$ cat src/rtl/mem_lsu.sv
// mem_lsu: MEM-stage load/store unit between the EX/MEM and MEM/WB registers.
//   Non-memory instructions pass straight through. Aligned loads and stores
//   run a three-state handshake (IDLE -> WAIT -> DONE) against a data memory
//   that answers with a one-cycle dm_ack pulse. Misaligned accesses raise
//   adel/ades without touching memory.
// Ports:
//   cpu_clk_50M, cpu_rst           clock, synchronous active-high reset
//   mem_i_*                        EX/MEM register contents
//   dm_req/dm_we/dm_addr/dm_be/dm_wdata  registered data-memory request
//   dm_ack/dm_rdata                memory completion pulse and read data
//   mem_o_*                        toward MEM/WB (controls pass combinationally)
//   mem_o_dmdout                   registered load data
//   mem_stall                      pipeline freeze while an access is pending
//   mem_o_exc                      {buserr, ades, adel}
// Optional feature: define MEM_LSU_TIMEOUT_EN to abandon an access after 255
//   WAIT cycles without dm_ack and report buserr.
module mem_lsu (
  input  logic        cpu_clk_50M,
  input  logic        cpu_rst,
  input  logic        mem_i_dre,
  input  logic        mem_i_dwe,
  input  logic [1:0]  mem_i_size,
  input  logic [31:0] mem_i_alures,
  input  logic [31:0] mem_i_wdata,
  input  logic        mem_i_rfwe,
  input  logic [4:0]  mem_i_rfwa,
  input  logic        mem_i_hilowe,
  input  logic        mem_i_loadsign,
  input  logic [63:0] mem_i_mulres,
  output logic        dm_req,
  output logic        dm_we,
  output logic [31:0] dm_addr,
  output logic [3:0]  dm_be,
  output logic [31:0] dm_wdata,
  input  logic        dm_ack,
  input  logic [31:0] dm_rdata,
  output logic        mem_o_dm2rf,
  output logic        mem_o_rfwe,
  output logic        mem_o_hilowe,
  output logic        mem_o_loadsign,
  output logic [4:0]  mem_o_rfwa,
  output logic [63:0] mem_o_mulres,
  output logic [31:0] mem_o_alures,
  output logic [3:0]  mem_o_bytesel,
  output logic [31:0] mem_o_dmdout,
  output logic        mem_stall,
  output logic [2:0]  mem_o_exc
);

  localparam logic [1:0] S_IDLE = 2'd0;
  localparam logic [1:0] S_WAIT = 2'd1;
  localparam logic [1:0] S_DONE = 2'd2;

  logic [1:0]  r_state;
  logic [1:0]  w_next;
  logic        w_stall;
  logic        w_is_mem;
  logic        w_is_half;
  logic        w_is_word;
  logic        w_misalign;
  logic        w_misal_hit;
  logic        w_start;
  logic        w_gate;
  logic        w_timeout;
  logic        w_buserr;
  logic [3:0]  w_be;
  logic [31:0] w_wdata;
  logic        r_is_load;

  // Access decode; size 2'b11 behaves as a word.
  assign w_is_mem   = mem_i_dre | mem_i_dwe;
  assign w_is_half  = (mem_i_size == 2'b01);
  assign w_is_word  = mem_i_size[1];
  assign w_misalign = (w_is_half & mem_i_alures[0]) |
                      (w_is_word & (mem_i_alures[1:0] != 2'b00));
  // Misalignment only matters when a fresh instruction is being looked at.
  assign w_misal_hit = (r_state == S_IDLE) & w_is_mem & w_misalign & ~cpu_rst;
  assign w_start     = (r_state == S_IDLE) & w_is_mem & ~w_misalign;

  // Byte enables and lane-replicated store data.
  always_comb begin
    w_be    = 4'b1111;
    w_wdata = mem_i_wdata;
    if (mem_i_size == 2'b00) begin
      w_be    = 4'(4'b0001 << mem_i_alures[1:0]);
      w_wdata = {4{mem_i_wdata[7:0]}};
    end else if (w_is_half) begin
      w_be    = mem_i_alures[1] ? 4'b1100 : 4'b0011;
      w_wdata = {2{mem_i_wdata[15:0]}};
    end
  end

  // State register.
  always_ff @(posedge cpu_clk_50M) begin
    if (cpu_rst) r_state <= S_IDLE;
    else         r_state <= w_next;
  end

  // Next state and combinational stall.
  always_comb begin
    w_next  = r_state;
    w_stall = 1'b0;
    case (r_state)
      S_IDLE: begin
        if (w_start) begin
          w_next  = S_WAIT;
          w_stall = 1'b1;
        end
      end
      S_WAIT: begin
        w_stall = 1'b1;
        if (dm_ack || w_timeout) w_next = S_DONE;
      end
      S_DONE:  w_next = S_IDLE;
      default: w_next = S_IDLE;
    endcase
    if (cpu_rst) w_stall = 1'b0;
  end

  // Request registers and load data capture.
  always_ff @(posedge cpu_clk_50M) begin
    if (cpu_rst) begin
      dm_req       <= 1'b0;
      dm_we        <= 1'b0;
      dm_be        <= 4'b0000;
      dm_addr      <= 32'd0;
      dm_wdata     <= 32'd0;
      mem_o_dmdout <= 32'd0;
      r_is_load    <= 1'b0;
    end else begin
      case (r_state)
        S_IDLE: begin
          if (w_start) begin
            dm_req    <= 1'b1;
            dm_we     <= mem_i_dwe;
            dm_be     <= w_be;
            dm_addr   <= {mem_i_alures[31:2], 2'b00};
            dm_wdata  <= w_wdata;
            r_is_load <= mem_i_dre;
          end
        end
        S_WAIT: begin
          if (dm_ack) begin
            dm_req <= 1'b0;
            dm_we  <= 1'b0;
            if (r_is_load) mem_o_dmdout <= dm_rdata;
          end else if (w_timeout) begin
            dm_req       <= 1'b0;
            dm_we        <= 1'b0;
            mem_o_dmdout <= 32'd0;
          end
        end
        default: ;
      endcase
    end
  end

`ifdef MEM_LSU_TIMEOUT_EN
  logic [7:0] r_cnt;
  logic       r_buserr;

  // The 255th silent WAIT cycle ends the access.
  assign w_timeout = (r_state == S_WAIT) & ~dm_ack & (r_cnt == 8'd254);
  assign w_buserr  = r_buserr;

  // Timeout counter; buserr is held only for the DONE cycle it leads into.
  always_ff @(posedge cpu_clk_50M) begin
    if (cpu_rst) begin
      r_cnt    <= 8'd0;
      r_buserr <= 1'b0;
    end else begin
      r_buserr <= w_timeout;
      if ((r_state == S_WAIT) && !dm_ack) r_cnt <= r_cnt + 8'd1;
      else                                r_cnt <= 8'd0;
    end
  end
`else
  assign w_timeout = 1'b0;
  assign w_buserr  = 1'b0;
`endif

  // Writeback controls: bubbles while stalled or in reset.
  assign w_gate         = w_stall | cpu_rst;
  assign mem_stall      = w_stall;
  assign mem_o_dm2rf    = mem_i_dre & ~w_gate;
  assign mem_o_rfwe     = mem_i_rfwe & ~w_gate & ~w_misal_hit & ~w_buserr;
  assign mem_o_hilowe   = mem_i_hilowe & ~w_gate;
  assign mem_o_loadsign = mem_i_loadsign;
  assign mem_o_rfwa     = mem_i_rfwa;
  assign mem_o_mulres   = mem_i_mulres;
  assign mem_o_alures   = mem_i_alures;
  assign mem_o_bytesel  = mem_i_dre ? w_be : 4'b0000;
  // Address errors accompany the offending instruction in the same cycle.
  assign mem_o_exc      = {w_buserr & ~cpu_rst,
                           w_misal_hit & mem_i_dwe,
                           w_misal_hit & mem_i_dre};

endmodule

$ cat config.mk
export PLATFORM = sky130hd
export DESIGN_NAME = mem_lsu
export DESIGN_NICKNAME = d
export VERILOG_FILES = /design/src/rtl/mem_lsu.sv
export SDC_FILE = /design/constraint.sdc
export NUM_CORES = 1
export LEC_CHECK = 0
export ABC_AREA = 0
export CAP_MARGIN = 20
export CORE_AREA = 3 3 150 152
export CTS_CLUSTER_SIZE = 12
export DETAILED_ROUTE_END_ITERATION = 8
export DIE_AREA = 0 0 153 155
export SETUP_SLACK_MARGIN = 0.02
export SLEW_MARGIN = 25
export SYNTH_ARGS = -nofsm -noshare
export SYNTH_HDL_FRONTEND = slang
export SYNTH_SLANG_ARGS = --single-unit
$ cat constraint.sdc
create_clock -name cpu_clk_50M -period 1.9 [get_ports cpu_clk_50M]
set_clock_uncertainty 0.2 [all_clocks]
set_input_delay 0.19 -clock cpu_clk_50M [delete_from_list [all_inputs] [get_ports cpu_clk_50M]]
set_output_delay 0.19 -clock cpu_clk_50M [all_outputs]
set_load 0.02 [all_outputs]
==> impl_metrics.tcl <==
set metrics [dict create \
    drv_cap 0 \
    regToRegEndpoint "dm_addr[28]" \
    antennaDiodeCount 0 \
    htree_levels 3 \
    via_count 4624 \
    path_clk_slew_ns 0.07 \
    rsz0062_at_grt "no" \
    wl_per_cell_um 15.9 \
    insertion_delay_ns 0.34 \
    antenna_found_initial 0 \
    r2r_start "r_state[0]" \
    hold_viol 0 \
    power.leakage_nw 2.95 \
    core_mm2 0.0212 \
    fill_cells 2163 \
    r2r_slack_ns 0.10 \
    irDropWorstVdd_mv 0.324 \
    synth_seq_cells 103 \
    yosysTopAreaCell "dfxtp_1" \
    drive_gt1_frac 0.128 \
    drc_errors 0 \
    path_class "flop to output pin" \
    area_growth_pct 50.1 \
    nets 949 \
    fin_crit_sh 0.961 \
    postRouteAntennaNets 0 \
    ys_top_cells_by_area "dfxtp_1 39%, buf_4 15%, nand2_1 11%" \
    syn_area_per_cell_um2 8.50 \
    syn_area_mm2 0.00523 \
    maxSlewViolCount 0 \
    crit_fanout 5 \
    busiest_layer "met2" \
    slew_headroom 0.659 \
    initial_core_util 0.247 \
    clkSinkCount 103 \
    tightestPinTransition_ns 0.510 \
    drtPass1Iterations 4 \
    dieWidth_um 153 \
    ios 390 \
    ys.warnings.count 0 \
    die_h_um 155 \
    status "completed" \
    min_path_type "primary input to flop" \
    std_cell_rows 53 \
    die_area_mm2 0.0237 \
    grt_pass1_vias 4629 \
    cp.arrival_ns 1.44 \
    finalPower_w 0.00597 \
    grt_max_degree 85 \
    portBuffers 246 \
    routed_wirelength_mm 16.8 \
    final_cell_mix "229 x clkdlybuf4s50_1, 158 x nand2_1, 102 x dfxtp_1, 54 x mux2i_1, 49 x buf_4" \
    critPathCaptureType "output pin" \
    grt_overflow 0 \
    hold_depth 3 \
    cp-start-kind "flop" \
    ctsHoldBuffers 0 \
    grt_use_total 0.137 \
    cp.required_ns 1.51 \
    place_hpwl_mm 12.7 \
    gp_congestion 0.774 \
    cts_tree "built" \
    finalCriticalPeriod_ns 1.83 \
    power_density_mw_per_mm2 762 \
    synth.distinct_cells 36 \
    grt_util_met1 0.170 \
    max_freq_ghz 0.548 \
    min-delay-start "cpu_rst" \
    met3_usage 0.0467 \
    synth_cells 615 \
    first_iter_violations 166 \
    r2r_cells 6 \
    grt_first_pass_wirelength_mm 26.2 \
    use_met2 0.223 \
    ys_seq_area_frac 0.395 \
    final_common_cell "clkdlybuf4s50_1" \
    viasPerCell 4.39 \
    final_util 0.371 \
    synth.top_cell.area_share 0.395 \
    timing.hold.ws_ns 0.0150 \
    cts_buffer_depth 2 \
    hold_end "mem_o_dmdout[24]" \
    cts_buffers 9 \
    fin_tns_setup_ns 0 \
    finalSetupViolations 0 \
    root_buffer "clkbuf_16" \
]
==> state kept, by name, summed over array words and instances, names as in the netlist <==
name and flops:
r_is_load 1, dm_we 1, dm_be 4, dm_addr 30, dm_wdata 32, dm_req 1, mem_o_dmdout 32, r_state 2
==> cells by family (layout without fill, tap and decap cells) <==
logic type | Yosys count | after routing | synth area share
and+or+nand+nor | 190 | 190 | 0.154
buffers and inverters | 155 | 317 | 0.195
AOI/OAI and AO/OA | 103 | 103 | 0.133
DFF | 103 | 103 | 0.395
muxes | 63 | 63 | 0.123
other | 1 | 3 | 0.000718
==> area by class of cell <==
type	instances	area, µm²	share of cell area
Sequential cell	103	2060	0.263
Inverter	2	7.51	0.000957
Multi-Input combinational cell	359	2200	0.280
Clock inverter	5	86.3	0.0110
Timing Repair Buffer	299	2890	0.369
Clock buffer	11	253	0.0322
Tap cell	275	344	0.0439
==> critical path, stage by stage (launching register included) <==
cell and delay, ns:
dfxtp_2 0.35, buf_4 0.16, nor2_4 0.12, buf_12 0.12, and4_4 0.22, buf_6 0.12
==> per-stage QoR <==
stage	std cells	worst slack [ns]	cell area, µm²
2_1_floorplan	617	0.275	5230
3_3_place_gp	1035	-0.715	7440
3_5_place_dp	1035	-0.707	7440
4_1_cts	1054	0.0188	7850
5_1_grt	1054	0.0218	7840
6_report	1054	0.0745	7840
==> report_power, final <==
| part | internal, W | switching (W) |
|---|---|---|
| clock | 0.00124 | 0.000882 |
| sequential | 0.00229 | 0.0000747 |
| combinational | 0.000773 | 0.000712 |
==> worst max-delay path by stage <==
| stage | startpoint | slack [ns] | endpoint |
|---|---|---|---|
| finish | r_state[0] | 0.07 | mem_o_exc[0] |
| global route | r_state[0] | 0.02 | mem_o_exc[0] |
| CTS | mem_i_alures[0] | 0.02 | mem_o_bytesel[3] |
| detailed placement | mem_i_dre | -0.71 | mem_o_hilowe |
| global placement | mem_i_dre | -0.71 | mem_o_hilowe |
| floorplan | r_state[0] | 0.27 | dm_addr[20] |
==> per-layer routing <==
layer	share of wire	vias to the layer above
li1	-	2297
met1	0.43	2095
met2	0.47	203
met3	0.076	29
met4	0.017	0
met5	0	-
==> synth_stat cells, drive strengths merged <==
master / n
and4b: 1
mux2i: 54
clkbuf: 32
nand2: 159
or2: 2
o21ai: 10
nor2: 3
nand2b: 10
nand4: 1
a311oi: 8
a211oi: 13
mux2: 9
o22ai: 1
conb: 1
nor3: 2
a41oi: 20
o211ai: 9
nor2b: 6
buf: 121
nand4b: 2
o21a: 1
or4b: 1
dfxtp: 103
a31oi: 1
a21oi: 38
o211a: 2
and4: 3
inv: 2
==> timing repair <==
action	CTS	global route
gates resized for setup	39	7
pin swaps	4	2
setup buffers	2	0
setup endpoints to repair	41	12
cloned	1	0
Note: power is estimated with default switching activity, not from simulation.
